$ cat src/rtl/video_timing_detect.sv
// Receive-side video timing detector: recovers pixel coordinates and frame/line pulses
// from hsync/vsync/de and measures frame timing, asserting locked once it is stable.
module video_timing_detect #(
  parameter int CW          = 12,
  parameter int LOCK_FRAMES = 2
) (
  input  logic          video_clk,
  input  logic          reset,
  input  logic          hsync_in,
  input  logic          vsync_in,
  input  logic          de_in,
  output logic [CW-1:0] pixel_x,
  output logic [CW-1:0] pixel_y,
  output logic          pixel_valid,
  output logic          framestart,
  output logic          linestart,
  output logic [CW-1:0] h_total,
  output logic [CW-1:0] h_active,
  output logic [CW-1:0] v_total,
  output logic [CW-1:0] v_active,
  output logic          locked,
  output logic          timing_err
);

  localparam int            MW     = $clog2(LOCK_FRAMES + 1);
  localparam logic [CW-1:0] MAX    = '1;
  localparam logic [CW-1:0] ONE    = CW'(1);
  localparam logic [MW-1:0] ONE_M  = MW'(1);
  localparam logic [MW-1:0] LOCK_M = MW'(LOCK_FRAMES);

  typedef enum logic [1:0] {SEARCH, TRACK, LOCKED} state_t;

  function automatic logic [CW-1:0] sat_inc(input logic [CW-1:0] v);
    return (v == MAX) ? v : v + ONE;
  endfunction

  logic          hs_p1, vs_p1, de_p1, hs_p2, vs_p2, de_p2;
  logic          hs_rise, vs_rise, de_rise, de_fall;
  logic [CW-1:0] hcnt, de_cnt, line_total, line_active, line_cnt, act_cnt;
  logic          have_line, line_mismatch;
  logic [CW-1:0] line_total_c, line_active_c, line_cnt_c, act_cnt_c;
  logic          mismatch_c, same, wdog;
  state_t        state, state_n;
  logic [MW-1:0] match, match_n;
  logic          locked_n, err_n;

  // Stage 1 samples the inputs, stage 2 holds the previous sample for edge detection
  always_ff @(posedge video_clk) begin
    if (reset) begin
      {hs_p1, vs_p1, de_p1, hs_p2, vs_p2, de_p2} <= '0;
    end else begin
      {hs_p1, vs_p1, de_p1} <= {hsync_in, vsync_in, de_in};
      {hs_p2, vs_p2, de_p2} <= {hs_p1, vs_p1, de_p1};
    end
  end

  assign hs_rise = hs_p1 & ~hs_p2;
  assign vs_rise = vs_p1 & ~vs_p2;
  assign de_rise = de_p1 & ~de_p2;
  assign de_fall = ~de_p1 & de_p2;

  // Line-level results of this cycle, so a coincident vsync rise snapshots the closing line
  always_comb begin
    line_total_c = line_total;
    line_cnt_c   = line_cnt;
    mismatch_c   = line_mismatch;
    if (hs_rise) begin
      line_total_c = sat_inc(hcnt);
      line_cnt_c   = sat_inc(line_cnt);
      if (have_line && (line_total_c != line_total)) mismatch_c = 1'b1;
    end
    line_active_c = de_fall ? de_cnt : line_active;
    act_cnt_c     = de_fall ? sat_inc(act_cnt) : act_cnt;
  end

  assign same = !mismatch_c && (line_total_c == h_total) && (line_active_c == h_active) &&
                (line_cnt_c == v_total) && (act_cnt_c == v_active);
  assign wdog = (hcnt == MAX) || (line_cnt == MAX);

  // Measurement counters; the snapshot registers double as the previous-frame reference
  always_ff @(posedge video_clk) begin
    if (reset) begin
      {hcnt, de_cnt, line_total, line_active, line_cnt, act_cnt} <= '0;
      {h_total, h_active, v_total, v_active}                     <= '0;
      have_line     <= 1'b0;
      line_mismatch <= 1'b0;
    end else begin
      hcnt        <= hs_rise ? '0 : sat_inc(hcnt);
      de_cnt      <= de_rise ? ONE : (de_p1 ? sat_inc(de_cnt) : de_cnt);
      line_total  <= line_total_c;
      line_active <= line_active_c;
      if (vs_rise) begin
        line_cnt      <= '0;
        act_cnt       <= '0;
        line_mismatch <= 1'b0;
        have_line     <= 1'b0;
        h_total       <= line_total_c;
        h_active      <= line_active_c;
        v_total       <= line_cnt_c;
        v_active      <= act_cnt_c;
      end else begin
        line_cnt      <= line_cnt_c;
        act_cnt       <= act_cnt_c;
        line_mismatch <= mismatch_c;
        if (hs_rise) have_line <= 1'b1;
      end
    end
  end

  always_ff @(posedge video_clk) begin
    if (reset) begin
      pixel_x     <= '0;
      pixel_y     <= '0;
      pixel_valid <= 1'b0;
      framestart  <= 1'b0;
      linestart   <= 1'b0;
    end else begin
      pixel_valid <= de_p1;
      linestart   <= de_rise;
      framestart  <= vs_rise;
      if (de_rise)    pixel_x <= '0;
      else if (de_p1) pixel_x <= pixel_x + ONE;
      if (vs_rise)      pixel_y <= '0;
      else if (de_fall) pixel_y <= pixel_y + ONE;
    end
  end

  always_ff @(posedge video_clk) begin
    if (reset) begin
      state      <= SEARCH;
      match      <= '0;
      locked     <= 1'b0;
      timing_err <= 1'b0;
    end else begin
      state      <= state_n;
      match      <= match_n;
      locked     <= locked_n;
      timing_err <= err_n;
    end
  end

  // The first frame after SEARCH is partial, so it only primes the reference
  always_comb begin
    state_n = state;
    match_n = match;
    if (wdog) begin
      state_n = SEARCH;
      match_n = '0;
    end else if (vs_rise) begin
      case (state)
        SEARCH: begin
          state_n = TRACK;
          match_n = '0;
        end
        TRACK: begin
          match_n = same ? match + ONE_M : '0;
          if (match_n == LOCK_M) state_n = LOCKED;
        end
        LOCKED: begin
          if (!same) begin
            state_n = TRACK;
            match_n = '0;
          end
        end
        default: state_n = SEARCH;
      endcase
    end
  end

  always_comb begin
    locked_n = (state_n == LOCKED);
    err_n    = (state == LOCKED) && (state_n != LOCKED);
  end

endmodule

$ cat config.mk
export PLATFORM = sky130hd
export DESIGN_NAME = video_timing_detect
export DESIGN_NICKNAME = d
export VERILOG_FILES = /design/src/rtl/video_timing_detect.sv
export SDC_FILE = /design/constraint.sdc
export NUM_CORES = 1
export LEC_CHECK = 0
export ABC_CLOCK_PERIOD_IN_PS = 4000
export CAP_MARGIN = 20
export CORE_MARGIN = 10
export CORE_UTILIZATION = 38
export DETAILED_ROUTE_END_ITERATION = 8
export HOLD_SLACK_MARGIN = 0.1
export PLACE_DENSITY = 0.63
export SLEW_MARGIN = 20
export SYNTH_ARGS = -nofsm -noshare
export SYNTH_HDL_FRONTEND = slang
export SYNTH_SLANG_ARGS = --single-unit
$ cat constraint.sdc
create_clock -name video_clk -period 4 [get_ports video_clk]
set_clock_uncertainty 0.1 [all_clocks]
set_input_delay 0.6 -clock video_clk [delete_from_list [all_inputs] [get_ports video_clk]]
set_output_delay 0.6 -clock video_clk [all_outputs]
set_load 0.01 [all_outputs]
=== Yosys cells after proc, flatten, opt, wreduce, memory -nomap -nowiden ===
Cells that the tools add are included.

* $lt $le $gt $ge: 0
* Shifts and indexed selects: 0
* Reduce and logical (&&, ||, !) cells: 18
* Bitwise gates (word level): 9
* Mux-type cells: 20
* Multipliers: 0
* Add/sub/neg operators: 7
* Equal/unequal tests: 16
* Divide/modulo/power cells: 0

{| class="wikitable"
|+ Operators with widths
! operator !! count
|-
| $mux W12 || 7
|-
| $add A12 B1 Y12 const B || 6
|-
| $eq A12 B12 Y1 || 4
|-
| $eq A12 B12 Y1 const B || 4
|-
| $mux W2 || 6
|-
| $ne A12 B12 Y1 || 1
|-
| $pmux W2 S3 || 2
|-
| $reduce_or A2 Y1 || 4
|-
| $eq A2 B2 Y1 const B || 3
|-
| $logic_and A1 B1 Y1 || 6
|-
| $ne A2 B2 Y1 const B || 3
|-
| $mux W1 || 5
|-
| $not A1 Y1 || 5
|-
| $and A1 B1 Y1 || 4
|-
| $reduce_and A2 Y1 || 2
|-
| $reduce_and A3 Y1 || 1
|-
| $reduce_bool A3 Y1 || 1
|-
| $add A2 B1 Y2 const B || 1
|-
| $eq A2 B1 Y1 const B || 1
|-
| $logic_not A2 Y1 || 1
|-
| $reduce_bool A2 Y1 || 1
|-
| $logic_not A1 Y1 || 1
|-
| $logic_or A1 B1 Y1 || 1
|}

* Bits in latches: 0
* Bits in read-only memories: 0
* Logic and storage cells: 97
* Output and inout bits: 77
* Memories: 0
* Input bits: 5
* Memory bits (writable): 0
* Flip-flop bits (word level): 160

=== Logic depth before layout (Yosys ltp) ===
* Depth after elaboration: 19
* Depth in mapped cells: 12
* Gate-level depth less buffers: 10

=== Worst setup path after synthesis ===
Ideal clock, no wire load.

* Kind: flip-flop to flip-flop
* Start point: register hcnt[0]
* End point: register timing_err
* Setup time: 0.122 ns
* Data required time: 3.778 ns
* Clock period less this slack: 2.909 ns
* Arrival: 2.687 ns
* Slack: 1.091 ns
* Cell stages (with the launch flop): 12
* Buffers on the path: 1
* Cells stage by stage: dfxtp_1 > ha_1 > buf_2 > nand4_1 > nor2_1 > mux2i_1 > xnor2_1 > a211o_1 > o41ai_2 > and3_2 > a31oi_4 > o311a_1

* Cells in the longest elaborated chain, start to end: 19
* Elaborated cells on any way between the ends: 24
* Those cells by class: 1 x add/sub; 5 x eq/ne; 10 x mux; 8 x reduce/logical

{| class="wikitable"
|+ Ends and longest elaborated chain
! item !! RTL line !! RTL
|-
| from (decl) || 39 || <nowiki>logic [CW-1:0] hcnt, de_cnt, line_total, line_active, line_cnt, act_cnt;</nowiki>
|-
| from (signal assigned) || 88 || <nowiki>hcnt <= hs_rise ? '0 : sat_inc(hcnt);</nowiki>
|-
| $add A12 B1 Y12 or $eq A12 B12 Y1 (tied branches) || 34, 78 ||
|-
| $mux W12 || n/a ||
|-
| $ne A12 B12 Y1 || 70 || <nowiki>if (have_line && (line_total_c != line_total)) mismatch_c = 1'b1;</nowiki>
|-
| $logic_and A1 B1 Y1 || 70 ||
|-
| $mux W1 || 70 ||
|-
| $mux W1 || 67 || <nowiki>if (hs_rise) begin</nowiki>
|-
| $logic_not A1 Y1 || 76 || <nowiki>assign same = !mismatch_c && (line_total_c == h_total) && (line_active_c == h_active) &&</nowiki>
|-
| $logic_and A1 B1 Y1 (3 in a row) || 76 ||
|-
| $logic_and A1 B1 Y1 || 77 || <nowiki>(line_cnt_c == v_total) && (act_cnt_c == v_active);</nowiki>
|-
| $mux W2 || 156 || <nowiki>match_n = same ? match + ONE_M : '0;</nowiki>
|-
| $eq A2 B2 Y1 || 157 || <nowiki>if (match_n == LOCK_M) state_n = LOCKED;</nowiki>
|-
| $mux W2 || 157 ||
|-
| $pmux W2 S3 || 150 || <nowiki>case (state)</nowiki>
|-
| $mux W2 || 149 || <nowiki>end else if (vs_rise) begin</nowiki>
|-
| $mux W2 * || 146 || <nowiki>if (wdog) begin</nowiki>
|-
| $ne A2 B2 Y1 * || 172 || <nowiki>err_n = (state == LOCKED) && (state_n != LOCKED);</nowiki>
|-
| $logic_and A1 B1 Y1 * || 172 ||
|-
| to (signal assigned) || 138 || <nowiki>timing_err <= err_n;</nowiki>
|-
| to (decl) || 22 || <nowiki>output logic timing_err</nowiki>
|}

Every way passes the cells marked *; elsewhere a longest branch is shown, timed or not.
A chain may end at the register's enable or synchronous reset.

=== Worst setup path after layout ===
Ends and elaborated chain as after synthesis.

==> impl_metrics.prom <==
# TYPE chip_impl_metric gauge
chip_impl_metric{name="netSwitchingFraction",unit="%"} 25.9
chip_impl_metric{name="worst_ep_arrival_time",unit="ns"} 3.92
chip_impl_metric{name="max-vdd-ir-drop",unit="mV"} 0.303
chip_impl_info{name="most-common-layout-cells",value="161 x nor2_1, 160 x dfxtp_1, 80 x clkdlybuf4s50_1"} 1
chip_impl_metric{name="grt_pass1_vias",unit=""} 7028
chip_impl_metric{name="final_cells",unit=""} 1311
chip_impl_metric{name="fraction_of_final_layout_cells_with_drive_strength_greater_than_1",unit="%"} 6.27
chip_impl_metric{name="synth-warning-count",unit=""} 0
chip_impl_metric{name="area_delta_synth_final",unit="%"} 19.0
chip_impl_info{name="run_status",value="complete, no violations"} 1
chip_impl_metric{name="avgViaCountPerCell",unit=""} 5.50
chip_impl_metric{name="synth_fa_ha_area_share",unit="%"} 0.926
chip_impl_info{name="crit_path_end_kind",value="flip-flop"} 1
chip_impl_metric{name="p_comb_share",unit="%"} 8.6
chip_impl_metric{name="post_synthesis_xor_xnor_area_fraction",unit="%"} 9.39
chip_impl_metric{name="min_period",unit="ns"} 3.71
chip_impl_metric{name="clockPowerShare",unit="%"} 43.5
chip_impl_metric{name="fin_total_pwr",unit="mW"} 3.49
chip_impl_metric{name="synth_top_area_share",unit="%"} 39.5
chip_impl_info{name="clk_root_buffer_cell",value="clkbuf_16"} 1
chip_impl_info{name="holdCritStartpoint",value="v_active[3]"} 1
chip_impl_metric{name="cts_repair_resize_count",unit=""} 0
chip_impl_metric{name="min_period_over_period",unit="%"} 92.8
chip_impl_metric{name="multi_input_gate_area",unit="um2"} 4540
chip_impl_metric{name="synth-compound-area-share",unit="%"} 17.9
chip_impl_metric{name="post-place-cells",unit=""} 1279
chip_impl_info{name="critical_path_class",value="reg -> reg"} 1
chip_impl_metric{name="drtIter0Drc",unit=""} 517
chip_impl_metric{name="timing.max_slew.rel_slack",unit="%"} 37.5
chip_impl_info{name="mostFrequentLayoutCell",value="nor2_1"} 1
chip_impl_metric{name="core",unit="um2"} 21000
chip_impl_metric{name="numPortBuffers",unit=""} 81
chip_impl_metric{name="clk_pin_slew_worst_paths",unit="ns"} 0.06
chip_impl_metric{name="post_dp_cell_area",unit="um2"} 9100
chip_impl_metric{name="clock_tree.htree_level_count",unit=""} 4
chip_impl_metric{name="power_frac_seq",unit="%"} 47.9
chip_impl_metric{name="dpl.hpwl",unit="um"} 16900
chip_impl_metric{name="antenna-diode-count",unit=""} 0
chip_impl_metric{name="final_hold_viol_count",unit=""} 0
chip_impl_metric{name="cts_num_sinks",unit=""} 160
chip_impl_metric{name="grt_max_degree",unit=""} 53
chip_impl_metric{name="layout.filler_cells",unit=""} 2023
chip_impl_info{name="cp_max_delay_cell",value="dfxtp_1"} 1
chip_impl_info{name="worst_r2r_src",value="hcnt[0]"} 1
chip_impl_metric{name="grt_pass1_wl",unit="um"} 37200
chip_impl_metric{name="worstPathRequired",unit="ns"} 4.21
chip_impl_metric{name="synthCells",unit=""} 970
chip_impl_metric{name="worst_setup_slack_final",unit="ns"} 0.288
chip_impl_metric{name="clock_latency",unit="ns"} 0.43
chip_impl_metric{name="synth.avg_cell_area",unit="um2"} 8.35
chip_impl_info{name="rsz_0062_raised_after_global_routing",value="false"} 1
chip_impl_metric{name="cts_max_path_buffers",unit=""} 2
chip_impl_metric{name="register_cell_area_after_layout",unit="um2"} 3200
chip_impl_metric{name="post-cts-setup-buffer-count",unit=""} 0
chip_impl_metric{name="setup_viol",unit=""} 0
chip_impl_metric{name="route.detailed.wl_per_inst",unit="um"} 17.4
chip_impl_metric{name="number_of_synthesized_flops_with_an_enable_pin",unit=""} 0
chip_impl_info{name="path_category_of_the_worst_min_delay_check",value="reg -> reg"} 1
chip_impl_metric{name="fin_tns_setup",unit="ns"} 0
chip_impl_info{name="synth_flop_cell",value="dfxtp_1"} 1
chip_impl_metric{name="routed_wl",unit="um"} 22900
chip_impl_metric{name="slew_violations",unit=""} 0
chip_impl_metric{name="ys_seq_elements",unit=""} 160
chip_impl_metric{name="detail-route-antenna-nets",unit=""} 0
chip_impl_metric{name="finalInstanceArea",unit="um2"} 9650
chip_impl_info{name="critPathLaunch",value="hcnt[0]"} 1
chip_impl_metric{name="timing.max_cap.violations",unit=""} 0
chip_impl_metric{name="yosys.area_share.simple",unit="%"} 25.1
chip_impl_metric{name="grt_use_total",unit="%"} 16.2
chip_impl_metric{name="cts_inserted_buffers",unit=""} 17
chip_impl_metric{name="finalWeightedCongestion",unit=""} 0.963
chip_impl_metric{name="crit_buf_inv",unit=""} 0
chip_impl_metric{name="crit_fanout",unit=""} 12
chip_impl_metric{name="drc_errors",unit=""} 0
chip_impl_metric{name="f_max",unit="MHz"} 269
chip_impl_info{name="setup.worst_path.start_class",value="flip-flop"} 1
chip_impl_metric{name="final_net_count",unit=""} 1034
chip_impl_metric{name="static_leakage",unit="nW"} 3.44
chip_impl_metric{name="die_area",unit="um2"} 27600
chip_impl_metric{name="dp_slack",unit="ns"} 0.380
chip_impl_metric{name="detail_route.first_pass.iterations",unit=""} 7
chip_impl_metric{name="yosys-mux-area-fraction",unit="%"} 2.61
chip_impl_metric{name="cts_hold_buffers",unit=""} 0
chip_impl_metric{name="timing.critical_path.slowest_cell_delay",unit="ns"} 0.52
chip_impl_metric{name="cell_internal_pwr",unit="mW"} 2.59
chip_impl_metric{name="synth_sequential_area_ratio",unit="%"} 39.5
chip_impl_metric{name="start_util",unit="%"} 38.6
chip_impl_info{name="cts_tree",value="done"} 1
chip_impl_metric{name="ys_types",unit=""} 83
chip_impl_metric{name="die_y",unit="um"} 166
chip_impl_info{name="crit_family",value="compound AO/OA/AOI/OAI gates"} 1
chip_impl_metric{name="dieWidth",unit="um"} 166
chip_impl_metric{name="power_switching",unit="mW"} 0.904
chip_impl_metric{name="placementRows",unit=""} 53
chip_impl_info{name="post-synth-top-area-cell",value="dfxtp_1"} 1
chip_impl_info{name="synth.top_cells.by_area",value="dfxtp_1 40%, nor2_1 7.5%, xor2_1 5.2%"} 1
chip_impl_info{name="largest_family_of_logic_cells_by_synthesized_area",value="simple AND/OR/NAND/NOR gates"} 1
chip_impl_metric{name="power_density",unit="nW/um2"} 362
chip_impl_info{name="critical_path.cell_chain",value="ha_1 -> nand4_1 -> nor2_1 -> mux2i_1 -> xnor2_1 -> a211o_1 -> o41ai_2 -> and3_2 -> a31oi_4 -> o311a_1"} 1
chip_impl_metric{name="ios",unit=""} 82
chip_impl_metric{name="syn_area",unit="um2"} 8100
chip_impl_metric{name="synth.net_count",unit=""} 981
chip_impl_metric{name="worst-slew-pin-transition",unit="ns"} 0.914
chip_impl_metric{name="antenna_found_initial",unit=""} 1
chip_impl_metric{name="vias",unit=""} 7211
chip_impl_metric{name="ys_async_sr_fraction",unit="%"} 0
chip_impl_metric{name="global_route.overflow_total",unit=""} 0
-- worst register-to-register path: stages (launching register included) --
cell     delay [ns]
dfxtp_1        0.52
ha_1           0.47
nand4_1        0.33
nor2_1         0.31
mux2i_1        0.36
xnor2_1        0.11
a211o_1        0.29
o41ai_2        0.32
and3_2         0.34
a31oi_4        0.12
o311a_1        0.33
-- final cells by class --
class / count / share of cell area, %
multi-input combinational: 721 / 47.1
clock inverter: 10 / 0.804
tap: 275 / 3.57
clock buffer: 22 / 4.81
inverter: 29 / 1.13
timing repair buffer: 94 / 9.37
sequential: 160 / 33.2
-- final timing paths --
kind	endpoint	slack (ns)	depth (start not counted)
worst max-delay path	timing_err	0.29	10
worst min-delay path	v_active[3]	0.38	2
worst min register to register	v_active[3]	0.38	2
worst max register to register	timing_err	0.29	10
-- logic make-up after synthesis --
| kind of cell | Yosys count |
|---|---|
| and+or+nand+nor | 407 |
| AOI/OAI and AO/OA | 201 |
| DFF | 160 |
| buffers and inverters | 89 |
| xor gates and xnor gates | 86 |
| muxes | 21 |
| adders and majority gates | 6 |
-- stage by stage --
step,hold slack (ns),util [%]
finish,0.384,45.9
global route,0.397,45.9
CTS,0.391,45.9
detailed placement,0.377,43.3
global placement,0.360,43.3
floorplan,0.341,-
-- routing by layer --
| layer | track usage (%) | wire (um) | share of wire, % |
|---|---|---|---|
| met3 | 6.08 | 1930 | 8.4 |
| met1 | 19.7 | 9880 | 43 |
| met4 | 5.66 | 595 | 2.6 |
| met5 | 0 | 13 | 0.057 |
| met2 | 25.7 | 10500 | 46 |
-- registers in the layout (all words and copies together) (netlist names), 2 cells and up --
signal / flops
v_active: 12
act_cnt: 12
h_active: 12
de_cnt: 12
match: 2
pixel_x: 12
hcnt: 12
line_cnt: 12
state: 2
line_active: 12
h_total: 12
line_total: 12
v_total: 12
pixel_y: 12
-- power by group through the flow --
stage	Combinational, mW	Clock (mW)	Sequential, mW
after detailed placement	0.301	0	1.71
after floorplan	0.196	0	1.70
after global placement	0.299	0	1.71
final	0.300	1.52	1.67
after global routing	0.329	1.61	1.68
after CTS	0.302	1.54	1.67
-- synthesized netlist by cell type, drive strengths merged, types with 4 or more instances --
cell type / count
and4: 6
and3: 23
or3: 6
a21oi: 44
clkbuf: 35
dfxtp: 160
and2: 13
a22oi: 4
nor2: 162
xor2: 48
nor3: 23
a311oi: 5
o2111ai: 5
o21ai: 22
a41oi: 7
buf: 25
nor2b: 22
mux2i: 20
nor4: 10
xnor2: 38
a211oi: 35
a31oi: 16
inv: 29
o31ai: 6
ha: 6
a21o: 5
nand3: 30
nand4: 23
a2111oi: 6
o22ai: 5
nand2: 66
nand2b: 6
Power figures use the tool's default switching activity.
